**config.mk**
```make
export PLATFORM = sky130hd
export DESIGN_NAME = servo_axis_controller
export DESIGN_NICKNAME = d
export VERILOG_FILES = /design/src/rtl/servo_ctrl_pkg.sv /design/src/rtl/servo_pwm_channel.sv /design/src/rtl/servo_axis_controller.sv
export SDC_FILE = /design/constraint.sdc
export NUM_CORES = 1
export LEC_CHECK = 0
export ABC_CLOCK_PERIOD_IN_PS = 16450
export CAP_MARGIN = 20
export CORE_ASPECT_RATIO = 0.7
export CORE_UTILIZATION = 39
export CTS_BUF_LIST = sky130_fd_sc_hd__clkbuf_8 sky130_fd_sc_hd__clkbuf_16
export DETAILED_ROUTE_END_ITERATION = 7
export PLACE_DENSITY_LB_ADDON = 0.25
export SETUP_SLACK_MARGIN = 0.2
export SLEW_MARGIN = 0
export SYNTH_ARGS = -nofsm -noshare
export SYNTH_HDL_FRONTEND = slang
export SYNTH_SLANG_ARGS = --single-unit
```
**constraint.sdc**
```tcl
create_clock -name clk -period 16.45 [get_ports clk]
set_input_delay 3.29 -clock clk [delete_from_list [all_inputs] [get_ports clk]]
set_output_delay 3.29 -clock clk [all_outputs]
set_load 0.02 [all_outputs]
```
**src/rtl/servo_ctrl_pkg.sv**
```systemverilog
`default_nettype none
// ============================================================================
// Module      : servo_ctrl_pkg
// Description : Shared constants and helpers for the servo axis controller.
//               Provides the centre-position function, counter/product width
//               helpers and the default timing constants.
// Revision    : 1.0 - initial release
// ============================================================================
package servo_ctrl_pkg;

    // Default timing for a 50 MHz clock and standard hobby servos.
    localparam int c_default_n_axes         = 3;
    localparam int c_default_pos_width      = 10;
    localparam int c_default_pwm_period_cyc = 1_000_000;
    localparam int c_default_pulse_min_cyc  = 50_000;
    localparam int c_default_pulse_max_cyc  = 100_000;
    localparam int c_default_slew_div       = 50_000;
    localparam int c_default_slew_step      = 1;

    // Mid-scale position, used as the reset position of every axis.
    function automatic int center_pos(input int width);
        return 1 << (width - 1);
    endfunction

    // Bits needed to hold the values 0..n-1 (never less than one bit).
    function automatic int cnt_bits(input int n);
        return (n <= 2) ? 1 : $clog2(n);
    endfunction

    // Bits needed for the position-times-span product of the width map.
    function automatic int prod_bits(input int pos_width, input int span);
        return pos_width + cnt_bits(span);
    endfunction

    // Pulse width that corresponds to a given position.
    function automatic int pos_to_width(input int pos, input int pos_width,
                                        input int pulse_min, input int pulse_max);
        return pulse_min + ((pos * (pulse_max - pulse_min)) >> pos_width);
    endfunction

endpackage
`default_nettype wire

```
**src/rtl/servo_pwm_channel.sv**
```systemverilog
`default_nettype none
// ============================================================================
// Module      : servo_pwm_channel
// Description : One servo axis: target select, rate-limited slew register,
//               registered at-target flag, position-to-width map, per-frame
//               width latch and PWM compare.
// Ports       : clk, rst            clock, async active-high reset
//               select_source, hold target select / freeze control
//               slew_tick           one-cycle slew strobe from the top
//               frame_start         high while the shared PWM counter is 0
//               pwm_cnt             shared PWM frame counter
//               pos_mem, pos_accel  candidate targets for this axis
//               pos_current         commanded position
//               at_target, pwm_out  registered status and servo pin
// Revision    : 1.0 - initial release
// ============================================================================
module servo_pwm_channel
    import servo_ctrl_pkg::*;
#(
    parameter int POS_WIDTH     = c_default_pos_width,
    parameter int PULSE_MIN_CYC = c_default_pulse_min_cyc,
    parameter int PULSE_MAX_CYC = c_default_pulse_max_cyc,
    parameter int SLEW_STEP     = c_default_slew_step,
    parameter int CNT_W         = 20
) (
    input  logic                 clk,
    input  logic                 rst,
    input  logic                 select_source,
    input  logic                 hold,
    input  logic                 slew_tick,
    input  logic                 frame_start,
    input  logic [CNT_W-1:0]     pwm_cnt,
    input  logic [POS_WIDTH-1:0] pos_mem,
    input  logic [POS_WIDTH-1:0] pos_accel,
    output logic [POS_WIDTH-1:0] pos_current,
    output logic                 at_target,
    output logic                 pwm_out
);

    localparam int c_span         = PULSE_MAX_CYC - PULSE_MIN_CYC;
    localparam int c_prod_w       = prod_bits(POS_WIDTH, c_span);
    localparam int c_width_w      = cnt_bits(PULSE_MAX_CYC + 1);
    localparam int c_cmp_w        = (CNT_W > c_width_w) ? CNT_W : c_width_w;
    localparam int c_max_pos      = (1 << POS_WIDTH) - 1;
    // A step larger than full scale behaves exactly like full scale.
    localparam int c_step_clip    = (SLEW_STEP > c_max_pos) ? c_max_pos : SLEW_STEP;
    localparam int c_center_width = pos_to_width(center_pos(POS_WIDTH), POS_WIDTH,
                                                 PULSE_MIN_CYC, PULSE_MAX_CYC);

    localparam logic [POS_WIDTH:0]   c_step_ext = (POS_WIDTH+1)'(c_step_clip);
    localparam logic [POS_WIDTH-1:0] c_step     = POS_WIDTH'(c_step_clip);
    localparam logic [POS_WIDTH-1:0] c_center   = POS_WIDTH'(center_pos(POS_WIDTH));

    logic [POS_WIDTH-1:0] r_cur;
    logic                 r_at_target;
    logic [c_width_w-1:0] r_width;
    logic                 r_pwm;

    logic [POS_WIDTH-1:0] w_tgt;
    logic                 w_up;
    logic [POS_WIDTH:0]   w_diff;
    logic [POS_WIDTH-1:0] w_step;
    logic [POS_WIDTH-1:0] w_cur_next;
    logic [c_prod_w-1:0]  w_prod;
    logic [c_prod_w-1:0]  w_scaled;
    logic [c_width_w-1:0] w_width;
    logic [c_width_w-1:0] w_width_eff;

    // Target is sampled live so a source switch mid-ramp simply redirects
    // the ramp from wherever the axis currently is.
    assign w_tgt = select_source ? pos_accel : pos_mem;

    // Distance in W+1 bits; the step is clipped to the distance so the
    // position can neither overshoot nor wrap past 0 or full scale.
    assign w_up       = (w_tgt > r_cur);
    assign w_diff     = w_up ? ({1'b0, w_tgt} - {1'b0, r_cur})
                             : ({1'b0, r_cur} - {1'b0, w_tgt});
    assign w_step     = (w_diff < c_step_ext) ? w_diff[POS_WIDTH-1:0] : c_step;
    assign w_cur_next = w_up ? (r_cur + w_step) : (r_cur - w_step);

    // Product is wide enough for full-scale position times span.
    assign w_prod   = c_prod_w'(r_cur) * c_prod_w'(c_span);
    assign w_scaled = w_prod >> POS_WIDTH;
    assign w_width  = c_width_w'(PULSE_MIN_CYC) + c_width_w'(w_scaled);

    // At frame start the freshly mapped width is used directly so the first
    // compare of the frame already sees the new width.
    assign w_width_eff = frame_start ? w_width : r_width;

    always_ff @(posedge clk or posedge rst) begin
        if (rst) begin
            r_cur       <= c_center;
            r_at_target <= 1'b0;
            r_width     <= c_width_w'(c_center_width);
            r_pwm       <= 1'b0;
        end else begin
            if (slew_tick && !hold) begin
                r_cur <= w_cur_next;
            end
            r_at_target <= (r_cur == w_tgt);
            // Latching uses the pre-tick position even when a slew tick
            // lands on the same cycle.
            if (frame_start) begin
                r_width <= w_width;
            end
            r_pwm <= (c_cmp_w'(pwm_cnt) < c_cmp_w'(w_width_eff));
        end
    end

    assign pos_current = r_cur;
    assign at_target   = r_at_target;
    assign pwm_out     = r_pwm;

endmodule
`default_nettype wire

```
**src/rtl/servo_axis_controller.sv**
```systemverilog
`default_nettype none
// ============================================================================
// Module      : servo_axis_controller
// Description : N-axis servo position controller. Holds the shared slew and
//               PWM frame counters, one servo_pwm_channel per axis, and the
//               all-axes-at-target reduction.
// Ports       : clk, rst                async active-high reset
//               select_source           0 = pos_mem, 1 = pos_accel
//               hold                    freeze all commanded positions
//               pos_mem, pos_accel      packed targets, axis i at [i*W +: W]
//               pos_current             packed commanded positions
//               at_target, all_at_target, pwm_out
// Revision    : 1.0 - initial release
// ============================================================================
module servo_axis_controller
    import servo_ctrl_pkg::*;
#(
    parameter int N_AXES         = c_default_n_axes,
    parameter int POS_WIDTH      = c_default_pos_width,
    parameter int PWM_PERIOD_CYC = c_default_pwm_period_cyc,
    parameter int PULSE_MIN_CYC  = c_default_pulse_min_cyc,
    parameter int PULSE_MAX_CYC  = c_default_pulse_max_cyc,
    parameter int SLEW_DIV       = c_default_slew_div,
    parameter int SLEW_STEP      = c_default_slew_step
) (
    input  logic                          clk,
    input  logic                          rst,
    input  logic                          select_source,
    input  logic                          hold,
    input  logic [N_AXES*POS_WIDTH-1:0]   pos_mem,
    input  logic [N_AXES*POS_WIDTH-1:0]   pos_accel,
    output logic [N_AXES*POS_WIDTH-1:0]   pos_current,
    output logic [N_AXES-1:0]             at_target,
    output logic                          all_at_target,
    output logic [N_AXES-1:0]             pwm_out
);

    localparam int c_slew_w = cnt_bits(SLEW_DIV);
    localparam int c_pwm_w  = cnt_bits(PWM_PERIOD_CYC);

    localparam logic [c_slew_w-1:0] c_slew_last = c_slew_w'(SLEW_DIV - 1);
    localparam logic [c_pwm_w-1:0]  c_pwm_last  = c_pwm_w'(PWM_PERIOD_CYC - 1);

    logic [c_slew_w-1:0]  r_slew_cnt;
    logic [c_pwm_w-1:0]   r_pwm_cnt;
    logic                 w_tick;
    logic                 w_frame_start;

    logic [POS_WIDTH-1:0] w_cur [N_AXES];
    logic                 w_at  [N_AXES];
    logic                 w_pwm [N_AXES];

    assign w_tick        = (r_slew_cnt == c_slew_last);
    assign w_frame_start = (r_pwm_cnt == '0);

    always_ff @(posedge clk or posedge rst) begin
        if (rst) begin
            r_slew_cnt <= '0;
            r_pwm_cnt  <= '0;
        end else begin
            r_slew_cnt <= w_tick ? '0 : (r_slew_cnt + 1'b1);
            r_pwm_cnt  <= (r_pwm_cnt == c_pwm_last) ? '0 : (r_pwm_cnt + 1'b1);
        end
    end

    for (genvar gi = 0; gi < N_AXES; gi++) begin : g_axis
        servo_pwm_channel #(
            .POS_WIDTH     (POS_WIDTH),
            .PULSE_MIN_CYC (PULSE_MIN_CYC),
            .PULSE_MAX_CYC (PULSE_MAX_CYC),
            .SLEW_STEP     (SLEW_STEP),
            .CNT_W         (c_pwm_w)
        ) u_channel (
            .clk           (clk),
            .rst           (rst),
            .select_source (select_source),
            .hold          (hold),
            .slew_tick     (w_tick),
            .frame_start   (w_frame_start),
            .pwm_cnt       (r_pwm_cnt),
            .pos_mem       (pos_mem[gi*POS_WIDTH +: POS_WIDTH]),
            .pos_accel     (pos_accel[gi*POS_WIDTH +: POS_WIDTH]),
            .pos_current   (w_cur[gi]),
            .at_target     (w_at[gi]),
            .pwm_out       (w_pwm[gi])
        );
    end

    // Repack per-axis results onto the flat output buses.
    always_comb begin
        pos_current = '0;
        at_target   = '0;
        pwm_out     = '0;
        for (int i = 0; i < N_AXES; i++) begin
            pos_current[i*POS_WIDTH +: POS_WIDTH] = w_cur[i];
            at_target[i]                          = w_at[i];
            pwm_out[i]                            = w_pwm[i];
        end
    end

    assign all_at_target = &at_target;

endmodule
`default_nettype wire

```
==> results of run 1 <==
[sequential cells by signal, indices dropped and copies added, names as in the netlist]
name	cells
r_slew_cnt	16
g_axis.u_channel.at_target	3
g_axis.u_channel.pwm_out	3
r_pwm_cnt	20
g_axis.u_channel.r_width	51
g_axis.u_channel.pos_current	30
[placed cells by master (no fill, tap or decap), types with 13 or more instances in the layout]
cell             synthesis  final
a211oi_1                16     16
a21o_1                  53     53
a21oi_1                 88     88
a31oi_1                 23     23
and3_1                  23     23
clkbuf_16                0     17
clkdlybuf4s50_1          0     99
dfrtp_1                 96     96
dfstp_2                 27     27
fa_1                    63     63
ha_1                   355    355
inv_1                  236    235
mux2i_1                 53     53
nand2_1                150    150
nand2b_1                33     32
nand3_1                 47     47
nand4_1                 16     16
nor2_1                  86     86
nor2b_1                 32     32
nor3_1                  27     27
nor4_1                  17     15
o21a_1                  21     21
o21ai_0                 91     91
or2_2                   13     13
or3_1                   16     16
xnor2_1                 73     73
xor2_1                  70     70
[per-layer routing]
metal / routed length [µm] / global-route usage / vias to the layer above
met5: 0 / 0 / -
met4: 298 / 0.0299 / 0
met3: 1470 / 0.0226 / 25
met2: 18300 / 0.288 / 230
met1: 21500 / 0.270 / 6682
li1: - / - / 7087
[worst max-delay path by stage]
stage	startpoint	to	slack [ns]
floorplan	select_source	g_axis[2].u_channel.pos_current[9]	7.75
global placement	select_source	g_axis[0].u_channel.pos_current[9]	6.84
detailed placement	select_source	g_axis[0].u_channel.pos_current[9]	6.56
CTS	select_source	g_axis[0].u_channel.pos_current[9]	7.02
global route	select_source	g_axis[1].u_channel.pos_current[9]	6.39
finish	select_source	g_axis[1].u_channel.pos_current[9]	7.01
[through the flow]
stage,worst slack (ns),cell area (µm²)
after floorplan,7.75,17600
after global placement,6.84,19000
after detailed placement,6.56,19000
after CTS,7.02,19600
after global routing,6.39,19600
final,7.01,19600
[kinds of logic after synthesis]
group	synth area share
AO/OA/AOI/OAI	0.168
XOR/XNOR	0.0712
adder cells (fa/ha/maj)	0.324
buffers and inverters	0.0736
flip-flops	0.177
multiplexers	0.0346
other	0.000213
AND/OR/NAND/NOR	0.151
[final cells by class]
cell class | count | share of cell area
clock inverters | 15 | 0.00806
well taps | 594 | 0.0380
flip-flops and latches | 123 | 0.159
repair buffers | 105 | 0.0528
inverters | 236 | 0.0455
multi-input cells | 1560 | 0.675
clock buffers | 17 | 0.0217
[power by group]
part | total [W] | internal, W | switching, W
sequential | 0.000304 | 0.000304 | 0.000000181
combinational | 0.000147 | 0.0000647 | 0.0000827
clock | 0.000380 | 0.000214 | 0.000166
total | 0.000831 | 0.000582 | 0.000249
[worst max-delay path: stages]
cell and delay [ns]:
buf_2 0.75, mux2i_1 0.33, inv_1 0.07, ha_1 0.46, nand4_1 0.22, or3_1 0.42
nand4_1 0.10, o22a_1 0.53, mux2i_1 0.30, xor2_1 0.11, nor4_2 0.36, nand2_1 0.17
nor2_1 0.18, ha_1 0.25, nand2_1 0.08, ha_1 0.22, nor2b_1 0.12, o21ai_0 0.19
a21oi_1 0.12, o21ai_0 0.26, a21oi_1 0.17, a31oi_1 0.32, or3_1 0.18, mux2i_1 0.09
nor4_2 0.32, xnor2_1 0.15
==> qor.yml, run 1 <==
run_status:
  status: "complete, no violations"
synth:
  ys_seq_area_frac: 0.177
  ys.flop_type: "dfrtp_1"
  synth_top_cell_by_area: "ha_1"
  synth.most_common_cell: "ha_1"
  yosys_warnings: 0
  synth.top_cell.area_share: 0.253
  ys_async_sr_fraction: 1.00
  yosysUniqueCellTypes: 100
  synth_top_cells_by_area: "ha_1, dfrtp_1, fa_1"
  synth_edf_count: 0
  synth.ff_latch_count: 123
  synth_area_per_cell_um2: 8.87
  synth_commonest_cells: "ha_1, inv_1, nand2_1"
  synth_area_um2: 17600
  syn_inst: 1982
layout:
  multi_input_area_um2: 13200
  register_area_um2: 3110
  final_util: 0.444
  nFillCells: 4349
  areaGrowthSynthToFinish_pct: 11.2
  drive_above_1_share: 0.0637
  stdcell_count: 2650
  diodes: 0
  nets: 2525
placed_design:
  portBuffers: 100
  dpl.cell_count: 2618
  gp_congestion: 0.901
  dp_hpwl_mm: 33.3
global_routing:
  grt_antenna_before_repair: 0
  grt_max_degree: 69
  overflow: 0
  grt_pass1_wl_mm: 69.9
  grt_usage: 0.183
  first_global_vias: 13900
sta:
  max_freq_mhz: 106
  tns_ns: 0
  layout_min_cycle_time_ns: 9.44
  worst_pin_slew_ns: 1.06
  fin_crit_sh: 0.574
  report.final.slew_viol_count: 0
  finalHoldViolCount: 0
  grt_setup_unrepaired: "false"
  setup_viol: 0
  fin_hold_ws_ns: 0.456
  clock_skew_ns: 0.00845
  relSlewSlack: 0.286
floorplan:
  die_width_um: 256
  core_um2: 44000
  design.die.area_um2: 46000
  initial_core_util: 0.399
  rows: 64
  io_pins: 101
  dieHeight_um: 180
setup_path:
  arrival_ns: 9.80
  reg2reg_slack_ns: 9.17
  timing.rr.start: "g_axis[2].u_channel.pos_current[2]"
  rr_endpoint: "g_axis[2].u_channel.pwm_out"
  cp.required_ns: 16.81
  setup.worst_path.start_class: "primary input"
  cp_max_fo: 30
  crit_type: "in2reg"
  end_kind: "flip-flop"
  r2r_cells: 26
hold_path:
  whs_path_depth: 1
  min_from: "r_slew_cnt[0]"
  hold_path_class: "reg2reg"
  min_to: "r_slew_cnt[0]"
detailed_routing:
  routed_wirelength_mm: 41.5
  first_pass_iters: 5
  post_drt_wl_per_cell_um: 15.7
  vias: 14000
  via_per_inst: 5.29
  drt_iter0_markers: 747
  ant_nets: 0
  drc_errors: 0
pwr:
  peakVddDrop_uv: 38.4
  p_total_w: 0.000831
  power.density_nw_per_um2: 42.5
  cellLeakagePower_nw: 10.2
clock_tree:
  clock-root-buffer: "clkbuf_16"
  cts_hold_buf: 0
  cts.repair.resized: 0
  clock_latency_ns: 0.43
  clockBufferDepth: 2
  cts_buffers: 17
  cts_tree: "built"
  clk_pin_slew_worst_paths_ns: 0.07
  h-tree-depth: 4
  post_cts_buffers: 0
  cts.sinks: 123
job:
  cap_violations: 0
No activity file was read; power rests on OpenSTA's default activity.
==> inputs of run 2 (changes only) <==
Settings changed: ABC_CLOCK_PERIOD_IN_PS 16450 to 9600.
Clock period 16.45 ns to 9.6 ns, I/O delays scaled along.
==> qor.yml, run 2 (same netlist as run 1, synthesis figures left out) <==
floorplan:
  dieHeight_um: 180
  initial_core_util: 0.399
  core_um2: 44000
  design.die.area_um2: 46000
  rows: 64
  io_pins: 101
  die_width_um: 256
detailed_routing:
  ant_nets: 0
  post_drt_wl_per_cell_um: 15.5
  vias: 14100
  first_pass_iters: 5
  drt_iter0_markers: 688
  routed_wirelength_mm: 41.1
  via_per_inst: 5.32
  drc_errors: 0
placed_design:
  gp_congestion: 0.889
  portBuffers: 100
  dp_hpwl_mm: 33.0
layout:
  largest_reg_flops: 51
  nets: 2526
  nFillCells: 4308
  areaGrowthSynthToFinish_pct: 11.3
  final_util: 0.444
  mostFrequentLayoutCells: "ha_1, inv_1, nand2_1"
  diodes: 0
  drive_above_1_share: 0.0642
  mostFrequentLayoutCell: "ha_1"
  largest_register: "g_axis.u_channel.r_width"
pwr:
  seq_power_share: 0.365
  power_switching_w: 0.000429
  power.density_nw_per_um2: 72.9
  intPower_w: 0.000997
  switching_share: 0.301
  peakVddDrop_uv: 86.8
  comb_power_share: 0.178
  cellLeakagePower_nw: 10.2
  pwr-share-clk: 0.457
global_routing:
  first_global_vias: 13800
  overflow: 0
  grt_antenna_before_repair: 0
  grt_usage: 0.181
  grt_max_degree: 69
  grt_pass1_wl_mm: 69.4
setup_path:
  setup.worst_path.start_class: "primary input"
  end_kind: "flip-flop"
  cp_max_fo: 18
  cp.required_ns: 9.96
  crit_type: "in2reg"
  arrival_ns: 8.40
clock_tree:
  clockBufferDepth: 2
  clock_latency_ns: 0.43
  cts_hold_buf: 0
  clk_pin_slew_worst_paths_ns: 0.07
  cts_tree: "built"
  h-tree-depth: 4
  cts.sinks: 123
  clock-root-buffer: "clkbuf_16"
  post_cts_buffers: 0
  cts_buffers: 17
  cts.repair.resized: 0
sta:
  clock_skew_ns: 0.00982
  report.final.slew_viol_count: 0
  fin_crit_sh: 0.837
  worst_pin_slew_ns: 0.972
  grt_setup_unrepaired: "false"
  max_freq_mhz: 124
  relSlewSlack: 0.346
  setup_viol: 0
  layout_min_cycle_time_ns: 8.04
  tns_ns: 0
  finalHoldViolCount: 0
run_status:
  status: "complete, no violations"
hold_path:
  hold_path_class: "reg2reg"
job:
  cap_violations: 0
run 2: cell types whose count changed in the layout (fill, tap and decap cells not counted), sizes merged:
cell / before / now
inv: 243 / 245
clkinv: 5 / 2
buf: 6 / 7
clkinvlp: 2 / 3
run 2: area by class of cell:
type / count / area, µm² / share of cell area
clock inverter: 15 / 154 / 0.00786
sequential: 123 / 3110 / 0.159
multi-input combinational: 1560 / 13200 / 0.675
inverter: 236 / 891 / 0.0455
timing repair buffer: 106 / 1040 / 0.0532
clock buffer: 17 / 425 / 0.0217
tap: 594 / 743 / 0.0380
run 2: power groups by stage:
stage / Clock [W] / Sequential [W] / Combinational (W)
detailed placement: 0 / 0.000530 / 0.000253
global placement: 0 / 0.000530 / 0.000251
CTS: 0.000666 / 0.000520 / 0.000254
global route: 0.000687 / 0.000520 / 0.000282
finish: 0.000651 / 0.000521 / 0.000254
floorplan: 0 / 0.000530 / 0.000192
run 2: through the flow:
| step | worst slack [ns] | power (W) | hold WS (ns) | cell area, µm² | instances |
|---|---|---|---|---|---|
| 2_1_floorplan | 2.27 | 0.000722 | 0.425 | 17600 | 1984 |
| 3_3_place_gp | 1.44 | 0.000781 | 0.446 | 19000 | 2619 |
| 3_5_place_dp | 1.16 | 0.000782 | 0.455 | 19000 | 2619 |
| 4_1_cts | 1.58 | 0.00144 | 0.464 | 19600 | 2651 |
| 5_1_grt | 0.937 | 0.00149 | 0.474 | 19600 | 2651 |
| 6_report | 1.56 | 0.00143 | 0.459 | 19600 | 2651 |
run 2: worst max-delay path: stages:
cell and delay (ns):
buf_2 0.49, buf_4 0.37, mux2i_1 0.38, inv_1 0.14
ha_1 0.35, nand4_1 0.14, nor3_1 0.38, o22a_1 0.58
mux2i_1 0.29, xor2_1 0.11, nor4_2 0.37, nand2_1 0.17
nor2_1 0.18, ha_1 0.26, nand2_1 0.09, ha_1 0.23
nor2b_1 0.12, o21ai_0 0.19, a21oi_1 0.12, o21ai_0 0.27
a21oi_1 0.16, a31oi_1 0.32, or3_1 0.17, mux2i_1 0.08
nor4_2 0.33, xnor2_1 0.16
run 2: worst paths after layout:
path | startpoint | to | slack [ns] | cells after the start
worst max-delay path | select_source | g_axis[1].u_channel.pos_current[9] | 1.56 | 26
worst min-delay path | r_slew_cnt[0] | r_slew_cnt[0] | 0.46 | 1
worst max register to register | g_axis[2].u_channel.pos_current[2] | g_axis[2].u_channel.pwm_out | 2.45 | 26
worst min register to register | r_slew_cnt[0] | r_slew_cnt[0] | 0.46 | 1
max in group asynchronous | rst | g_axis[2].u_channel.r_width[15] | 6.40 | 3
min in group asynchronous | rst | g_axis[0].u_channel.at_target | 1.94 | 2
run 2: per-layer routing:
layer	GRT usage	vias up	part of all wire
li1	-	7104	-
met1	0.271	6762	0.53
met2	0.283	200	0.44
met4	0.0326	0	0.0079
met5	0	-	0
met3	0.0182	25	0.027
==> inputs of run 3 (changes only) <==
Settings changed: ABC_CLOCK_PERIOD_IN_PS 9600 to 7100.
Clock period 9.6 ns to 7.1 ns, I/O delays scaled along.
==> qor.yml, run 3 (same netlist as run 1, synthesis figures left out) <==
setup_path:
  cp_num_buf_inv: 2
  reg2reg_slack_ns: 0.49
  critPathTopFamily: "adder cells"
  cp_max_fo: 8
  cp_slowest_stage_delay_ns: 0.51
  cp.required_ns: 7.46
  arrival_ns: 6.97
  rr_endpoint: "g_axis[2].u_channel.pwm_out"
  timing.rr.start: "g_axis[2].u_channel.pos_current[4]"
  r2r_cells: 26
  cp_slowest_cell: "fa_1"
  end_kind: "flip-flop"
  setup.worst_path.start_class: "flip-flop"
  crit_type: "reg2reg"
  cpMostUsedCell: "ha_1"
global_routing:
  first_global_vias: 14100
  overflow: 0
  grt_usage: 0.187
  grt_max_degree: 69
  grt_antenna_before_repair: 1
  grt_pass1_wl_mm: 71.4
layout:
  areaGrowthSynthToFinish_pct: 16.0
  mostFrequentLayoutCell: "ha_1"
  largest_reg_flops: 51
  diodes: 0
  largest_register: "g_axis.u_channel.r_width"
  nFillCells: 4276
  mostFrequentLayoutCells: "ha_1, inv_1, nand2_1"
  fin_area_um2: 20400
  register_area_um2: 3120
  drive_above_1_share: 0.116
  nets: 2602
  multi_input_area_um2: 13400
hold_path:
  min_from: "g_axis[1].u_channel.r_width[5]"
  min_to: "g_axis[1].u_channel.r_width[5]"
  hold_path_class: "reg2reg"
  whs_path_depth: 2
placed_design:
  dp_hpwl_mm: 34.8
  place_area_um2: 19500
  pre_cts_slack_ns: -0.148
  portBuffers: 100
  gp_congestion: 0.916
detailed_routing:
  first_pass_iters: 5
  drt_iter0_markers: 862
  vias: 14500
  via_per_inst: 5.32
  routed_wirelength_mm: 43.1
  post_drt_wl_per_cell_um: 15.8
  ant_nets: 0
  drc_errors: 0
pwr:
  seq_power_share: 0.355
  peakVddDrop_uv: 124
  pwr-share-clk: 0.455
  power_switching_w: 0.000584
  power.density_nw_per_um2: 97.1
  cellLeakagePower_nw: 10.6
  comb_power_share: 0.190
  intPower_w: 0.00140
  switching_share: 0.295
sta:
  relSlewSlack: 0.349
  report.final.slew_viol_count: 0
  finalHoldViolCount: 0
  worst_pin_slew_ns: 0.967
  grt_setup_unrepaired: "true"
  fin_hold_ws_ns: 0.460
  fin_crit_sh: 0.931
  setup_viol: 0
  layout_setup_ws_ns: 0.492
  max_freq_mhz: 151
  clock_skew_ns: 0.0122
  layout_min_cycle_time_ns: 6.61
clock_tree:
  cts_tree: "built"
  clockBufferDepth: 2
  clock_latency_ns: 0.45
  h-tree-depth: 4
  cts_hold_buf: 0
  clk_pin_slew_worst_paths_ns: 0.07
  cts.sinks: 123
  clock-root-buffer: "clkbuf_16"
  cts_buffers: 17
floorplan:
  io_pins: 101
  rows: 64
  core_um2: 44000
  initial_core_util: 0.399
  design.die.area_um2: 46000
  die_width_um: 256
  dieHeight_um: 180
run_status:
  status: "complete, no violations"
job:
  cap_violations: 0
-- run 3: worst max-delay path by stage --
stage,start,depth (start not counted),slack (ns),to
4_1_cts,g_axis[2].u_channel.pos_current[2],24,0.16,g_axis[2].u_channel.pwm_out
3_3_place_gp,select_source,26,0.13,g_axis[0].u_channel.pos_current[9]
2_1_floorplan,select_source,30,0.27,g_axis[2].u_channel.pos_current[9]
5_1_grt,select_source,26,0.07,g_axis[0].u_channel.pos_current[9]
3_5_place_dp,select_source,26,-0.15,g_axis[0].u_channel.pos_current[9]
6_report,g_axis[2].u_channel.pos_current[4],26,0.49,g_axis[2].u_channel.pwm_out
-- run 3: timing repair --
item                                    4_1_cts  5_1_grt
cloned                                        0        0
pin swaps                                     1       15
buffers inserted                              2       13
endpoints found under the setup margin        2        8
hold endpoints to repair                      0        0
resized for setup                             8       46
-- run 3: metrics by stage --
| step | setup TNS (ns) | utilization | instances | power [W] |
|---|---|---|---|---|
| 2_1_floorplan | 0 | - | 1984 | 0.000976 |
| 3_3_place_gp | 0 | 0.442 | 2680 | 0.00108 |
| 3_5_place_dp | -0.154 | 0.442 | 2680 | 0.00108 |
| 4_1_cts | 0 | 0.456 | 2714 | 0.00199 |
| 5_1_grt | 0 | 0.463 | 2727 | 0.00207 |
| 6_report | 0 | 0.463 | 2727 | 0.00198 |
-- run 3: cell type report --
class                      instances  share of cell area
timing repair buffer             182              0.0798
sequential                       123               0.153
clock inverter                    15             0.00816
clock buffer                      17              0.0208
tap                              594              0.0364
multi-input combinational       1560               0.658
inverter                         236              0.0437
-- run 3: tightest hold or removal path, stage by stage (launching register included) --
cell and delay, ns:
dfstp_2 0.36, nand2_1 0.04, nand2_1 0.05
-- run 3: routing by layer --
metal / routed length, µm / part of all wire / track usage / vias to the layer above
met5: 0 / 0 / 0 / -
met4: 277 / 0.0064 / 0.0321 / 0
met3: 1540 / 0.036 / 0.0230 / 18
met2: 18900 / 0.44 / 0.290 / 244
met1: 22300 / 0.52 / 0.280 / 7007
li1: - / - / - / 7245
-- run 3: power groups by stage --
stage,clock network [W],registers [W],logic [W]
5_1_grt,0.000948,0.000704,0.000416
3_3_place_gp,0,0.000716,0.000367
2_1_floorplan,0,0.000716,0.000260
4_1_cts,0.000917,0.000704,0.000368
6_report,0.000901,0.000704,0.000376
3_5_place_dp,0,0.000716,0.000366
